## config.mk

```make
export PLATFORM = sky130hd
export DESIGN_NAME = emulador_hcsr04
export DESIGN_NICKNAME = d
export VERILOG_FILES = /design/src/rtl/emulador_hcsr04_pkg.sv /design/src/rtl/contador_m.sv /design/src/rtl/emulador_hcsr04.sv
export SDC_FILE = /design/constraint.sdc
export NUM_CORES = 1
export LEC_CHECK = 0
export CAP_MARGIN = 25
export CORE_ASPECT_RATIO = 1.1
export CORE_UTILIZATION = 57
export CTS_CLUSTER_SIZE = 14
export DETAILED_ROUTE_END_ITERATION = 10
export HOLD_SLACK_MARGIN = 0.02
export PLACE_DENSITY = 0.77
export RECOVER_POWER = 50
export REMOVE_ABC_BUFFERS = 1
export SLEW_MARGIN = 5
export SYNTH_ARGS = -nofsm -noshare
export SYNTH_HDL_FRONTEND = slang
export SYNTH_SLANG_ARGS = --single-unit
```

## constraint.sdc

```tcl
create_clock -name clock -period 4.6 [get_ports clock]
set_input_delay 0.92 -clock clock [delete_from_list [all_inputs] [get_ports clock]]
set_output_delay 0.92 -clock clock [all_outputs]
set_load 0.05 [all_outputs]
```

## src/rtl/emulador_hcsr04_pkg.sv

```systemverilog
// Shared definitions for the HC-SR04 ultrasonic sensor emulator:
// FSM state encoding and default timing constants (50 MHz clock).
package emulador_hcsr04_pkg;

  typedef enum logic [3:0] {
    INICIAL      = 4'b0000,
    MEDE_TRIGGER = 4'b0001,
    ATRASO       = 4'b0010,
    GERA_ECHO    = 4'b0011,
    FIM          = 4'b0100,
    REJEITA      = 4'b0101
  } estado_t;

  localparam int CICLOS_TRIGGER_MIN_PADRAO = 500;    // 10 us
  localparam int CICLOS_ATRASO_PADRAO      = 10000;  // 200 us burst
  localparam int CICLOS_POR_CM_PADRAO      = 2941;   // 58.82 us per cm
  localparam int DIST_MAX_PADRAO           = 400;

  localparam int LARGURA_POR_CM = 12;
  localparam int LARGURA_CM     = 9;

endpackage

```

## src/rtl/contador_m.sv

```systemverilog
// Generic modulo-M up counter with synchronous clear (zera), enable (conta)
// and a terminal-count flag (fim) that is high while q holds M-1.
module contador_m #(
  parameter int M = 10,
  parameter int N = (M > 1) ? $clog2(M) : 1
) (
  input  logic         clock,
  input  logic         reset,
  input  logic         zera,
  input  logic         conta,
  output logic [N-1:0] q,
  output logic         fim
);

  localparam logic [N-1:0] ULTIMO = N'(M - 1);

  // NOTE: sequential state uses non-blocking assignments so every flop samples pre-edge values.
  always_ff @(posedge clock or posedge reset) begin
    if (reset) begin
      q <= '0;
    end else if (zera) begin
      q <= '0;
    end else if (conta) begin
      q <= (q == ULTIMO) ? '0 : q + 1'b1;
    end
  end

  assign fim = (q == ULTIMO);

endmodule

```

## src/rtl/emulador_hcsr04.sv

```systemverilog
// HC-SR04 emulator: measures the trigger pulse, waits the burst time and
// produces an echo whose width is distancia x CICLOS_POR_CM clocks.
module emulador_hcsr04
  import emulador_hcsr04_pkg::*;
#(
  parameter int CICLOS_TRIGGER_MIN = CICLOS_TRIGGER_MIN_PADRAO,
  parameter int CICLOS_ATRASO      = CICLOS_ATRASO_PADRAO,
  parameter int CICLOS_POR_CM      = CICLOS_POR_CM_PADRAO,
  parameter int DIST_MAX           = DIST_MAX_PADRAO
) (
  input  logic       clock,
  input  logic       reset,
  input  logic       trigger,
  input  logic [8:0] distancia,
  output logic       echo,
  output logic       pronto,
  output logic       erro,
  output logic [3:0] db_estado
);

  localparam int LT = (CICLOS_TRIGGER_MIN > 1) ? $clog2(CICLOS_TRIGGER_MIN) : 1;
  localparam int LA = (CICLOS_ATRASO > 1) ? $clog2(CICLOS_ATRASO) : 1;

  estado_t estado, proximo;

  logic                      armado;
  logic [LARGURA_CM-1:0]     dist_reg;
  logic                      carrega_dist;
  logic                      dist_invalida;
  logic                      fim_trig, fim_atraso, fim_por_cm, fim_echo;
  logic [LARGURA_CM-1:0]     cm_q;
  logic [LT-1:0]             unused_q_trig;
  logic [LA-1:0]             unused_q_atraso;
  logic [LARGURA_POR_CM-1:0] unused_q_por_cm;
  logic                      unused_fim_cm;

  // ---------------- control FSM ----------------
  always_ff @(posedge clock or posedge reset) begin
    if (reset) estado <= INICIAL;
    else       estado <= proximo;
  end

  // NOTE: defaults first so no path leaves proximo/carrega_dist unassigned (no latch).
  always_comb begin
    proximo      = estado;
    carrega_dist = 1'b0;
    unique case (estado)
      INICIAL:      if (trigger && armado) proximo = MEDE_TRIGGER;
      MEDE_TRIGGER: if (!trigger) begin
                      if (!fim_trig) begin
                        proximo = REJEITA;
                      end else begin
                        carrega_dist = 1'b1;
                        proximo      = dist_invalida ? REJEITA : ATRASO;
                      end
                    end
      ATRASO:       if (fim_atraso) proximo = GERA_ECHO;
      GERA_ECHO:    if (fim_echo) proximo = FIM;
      FIM:          proximo = INICIAL;
      REJEITA:      proximo = INICIAL;
      default:      proximo = INICIAL;
    endcase
  end

  // ---------------- datapath ----------------
  assign dist_invalida = (distancia == '0) || (int'(distancia) > DIST_MAX);

  // Start needs trigger seen low while idle, so a level held over fim or reset is ignored.
  always_ff @(posedge clock or posedge reset) begin
    if (reset) begin
      echo     <= 1'b0;
      armado   <= 1'b0;
      dist_reg <= '0;
    end else begin
      echo   <= (proximo == GERA_ECHO);
      armado <= (estado == INICIAL) && (armado || !trigger);
      if (carrega_dist) dist_reg <= distancia;
    end
  end

  // Trigger counter saturates at M-1: the detection cycle in inicial is the first high cycle.
  contador_m #(.M(CICLOS_TRIGGER_MIN), .N(LT)) u_cont_trigger (
    .clock (clock),
    .reset (reset),
    .zera  (estado != MEDE_TRIGGER),
    .conta ((estado == MEDE_TRIGGER) && trigger && !fim_trig),
    .q     (unused_q_trig),
    .fim   (fim_trig)
  );

  contador_m #(.M(CICLOS_ATRASO), .N(LA)) u_cont_atraso (
    .clock (clock),
    .reset (reset),
    .zera  (estado != ATRASO),
    .conta (estado == ATRASO),
    .q     (unused_q_atraso),
    .fim   (fim_atraso)
  );

  contador_m #(.M(CICLOS_POR_CM), .N(LARGURA_POR_CM)) u_cont_por_cm (
    .clock (clock),
    .reset (reset),
    .zera  (estado != GERA_ECHO),
    .conta (estado == GERA_ECHO),
    .q     (unused_q_por_cm),
    .fim   (fim_por_cm)
  );

  contador_m #(.M(2 ** LARGURA_CM), .N(LARGURA_CM)) u_cont_cm (
    .clock (clock),
    .reset (reset),
    .zera  (estado != GERA_ECHO),
    .conta ((estado == GERA_ECHO) && fim_por_cm),
    .q     (cm_q),
    .fim   (unused_fim_cm)
  );

  // Last cycle of the last centimetre closes the echo.
  assign fim_echo = (estado == GERA_ECHO) && fim_por_cm && (cm_q == dist_reg - 9'd1);

  assign pronto    = (estado == FIM);
  assign erro      = (estado == REJEITA);
  assign db_estado = estado;

endmodule

```

==> impl_metrics.toml <==
[routing]
drtIter0Drc = 218
routed_via_density = 5.74
vias = 2440
routedWlPerCell_um = 14.8
wl_um = 6270
dr.pass1.iters = 4
ant_nets = 0
drc = 0

[yosys]
synth-seq-cells = 59
synthFlopType = "dfrtp_1"
avgSynthCellArea_um2 = 9.42
yosysWarnings = 0
yosysUniqueCellTypes = 43
syn_inst = 330
seq_area_frac_synth = 0.475
syn-cell-area_um2 = 3110
synthTopCellsByArea = "dfrtp_1, xnor2_1, nor2_1, xor2_1, nand2_1"
ys_async_sr_fraction = 1.00
synth_top_area_cell = "dfrtp_1"
synth_edf_count = 0
yosysTopAreaCellShare = 0.475

[die]
rows = 27
coreArea_um2 = 5130
die-width_um = 72.4
ios = 19
die_h_um = 79.5
initial_core_util = 0.606
dieArea_um2 = 5750

[worst_setup_path]
arrival_ns = 3.48
crit_buf_inv = 3
critPathSlowestCell = "clkbuf_1"
path_class = "input port to async pin"
worst_setup_path_end_kind = "async pin"
critical-path-top-delay-family = "buffers and inverters"
critPathMaxFanout = 32
cp-start-kind = "input port"
worstPathRequired_ns = 4.79
crit_chain = "dlygate4sd3_1 > inv_1 > clkbuf_1"
max_stage_delay_ns = 1.14

[clock_network]
cts.sinks = 59
cts_inserted_buffers = 9
insertion_delay_ns = 0.34
cts_max_level = 3
clock-root-buffer = "clkbuf_8"
hold_buffers = 0
cts.clk_slew.worst_paths_ns = 0.06
cts_buffer_depth = 2
cts_tree = "yes"
cts_setup_buffers = 0
cts-resized-gates = 0

[global_route]
antenna_found_initial = 0
overflow = 0
grt_use_total = 0.246
grt_pass1_vias = 2370
grt_pass1_wl_um = 10700
grt_max_degree = 33

[sta]
tightest_slew_ns = 1.46
fmax_ghz = 0.304
setup_viol = 0
skew_ns = 0.0110
slew_violations = 0
period_needed_ns = 3.29
max-slew-margin-rel = 0.0280
hold_viol_final = 0
fin_ws_ns = 1.31
finalCritPeriodShare = 0.715
tns_ns = 0
rsz0062_at_grt = "no"

[place]
place_congestion = 0.828
port_buffers = 18
hpwl_um = 4300
pre_cts_ws_ns = 1.12

[finish]
fin_nets = 368
seqCellArea_um2 = 1480
reg_top3 = "u_cont_atraso.q (14), u_cont_por_cm.q (12)"
top_register = "u_cont_atraso.q"
final_core_util = 0.685
multiInputGateArea_um2 = 1520
drive_gt1_frac = 0.0708
area_growth_pct = 13.2
largest_register_ffs = 14
nFillCells = 417
antenna_cells = 0

[run]
maxCapViolations = 0

[pwr]
power_density_nw_per_um2 = 297
peakVddDrop_mv = 0.181
leakagePower_nw = 1.41

[run_status]
status = "complete, no violations"

[worst_hold_path]
hp-class = "register to register"
[cells by family after synthesis]
group	count (synthesis)	synth area share
other	1	0.00121
buffers and inverters	28	0.0366
XOR/XNOR	39	0.110
AO/OA/AOI/OAI	39	0.0761
flip-flops	59	0.475
AND/OR/NAND/NOR	148	0.241
adder cells (fa/ha/maj)	7	0.0282
multiplexers	9	0.0318
[stage by stage]
stage | hold WS (ns) | cell area, µm² | cells | total power, mW
floorplan | 0.425 | 3050 | 317 | 0.581
global placement | 0.453 | 3350 | 410 | 0.606
finish | 0.473 | 3520 | 425 | 1.04
CTS | 0.478 | 3530 | 425 | 1.05
global route | 0.490 | 3520 | 425 | 1.08
detailed placement | 0.461 | 3350 | 410 | 0.608
[layer usage]
metal  vias to the layer above  share of wire  track usage
met2                        58           0.48        0.390
met1                      1186           0.45        0.308
met5                         -              0            0
met4                         0          0.025        0.151
li1                       1182              -            -
met3                        14          0.045       0.0492
[cell type report]
class	count	share of cell area
Clock inverter	6	0.0164
Sequential cell	59	0.420
Multi-Input combinational cell	243	0.432
Inverter	15	0.0160
Timing Repair Buffer	21	0.0555
Clock buffer	9	0.0352
Tap cell	72	0.0256
[layout by cell type, fill, tap and decap left out, types with 3 or more instances in the layout]
cell type / synthesis / final
a21oi_1: 9 / 9
and3_1: 8 / 8
clkbuf_8: 0 / 9
clkdlybuf4s50_1: 0 / 16
clkinv_2: 0 / 4
dfrtp_1: 59 / 59
ha_1: 7 / 7
inv_1: 15 / 15
mux2_2: 7 / 7
nand2_1: 27 / 27
nand2b_1: 6 / 6
nand3_1: 16 / 16
nand4_1: 8 / 8
nor2_1: 44 / 44
nor3_1: 11 / 11
nor4_1: 3 / 3
nor4b_1: 4 / 4
o21ai_0: 15 / 15
o22ai_1: 3 / 3
o31ai_1: 3 / 3
or3_1: 5 / 5
or4_1: 6 / 6
xnor2_1: 22 / 22
xor2_1: 17 / 17
[cell usage after synthesis, types with 3 or more instances]
cell type and number:
dfrtp_1 59, nor2_1 44, nand2_1 27, xnor2_1 22
xor2_1 17, nand3_1 16, inv_1 15, o21ai_0 15
clkbuf_1 11, nor3_1 11, a21oi_1 9, and3_1 8
nand4_1 8, ha_1 7, mux2_2 7, nand2b_1 6
or4_1 6, or3_1 5, nor4b_1 4, nor4_1 3
o22ai_1 3, o31ai_1 3
[worst paths after layout]
| kind | to | depth (start not counted) | slack [ns] | start |
|---|---|---|---|---|
| max in group clock | db_estado[1] | 6 | 1.38 | distancia[0] |
| min in group asynchronous | u_cont_trigger.q[6] | 2 | 1.35 | reset |
| setup / recovery | u_cont_atraso.q[2] | 3 | 1.31 | reset |
| setup reg to reg | db_estado[1] | 6 | 2.00 | dist_reg[2] |
| hold reg to reg | u_cont_atraso.q[0] | 1 | 0.47 | u_cont_atraso.q[0] |
| hold / removal | u_cont_atraso.q[0] | 1 | 0.47 | u_cont_atraso.q[0] |
[power by group]
part           total, mW  switching, mW  leakage, nW  internal, mW
registers          0.536         0.0106        0.807         0.526
clock network      0.445          0.202       0.0946         0.243
logic             0.0621         0.0361        0.510        0.0260
total               1.04          0.249         1.41         0.794
(Power assumes the default switching activity.)
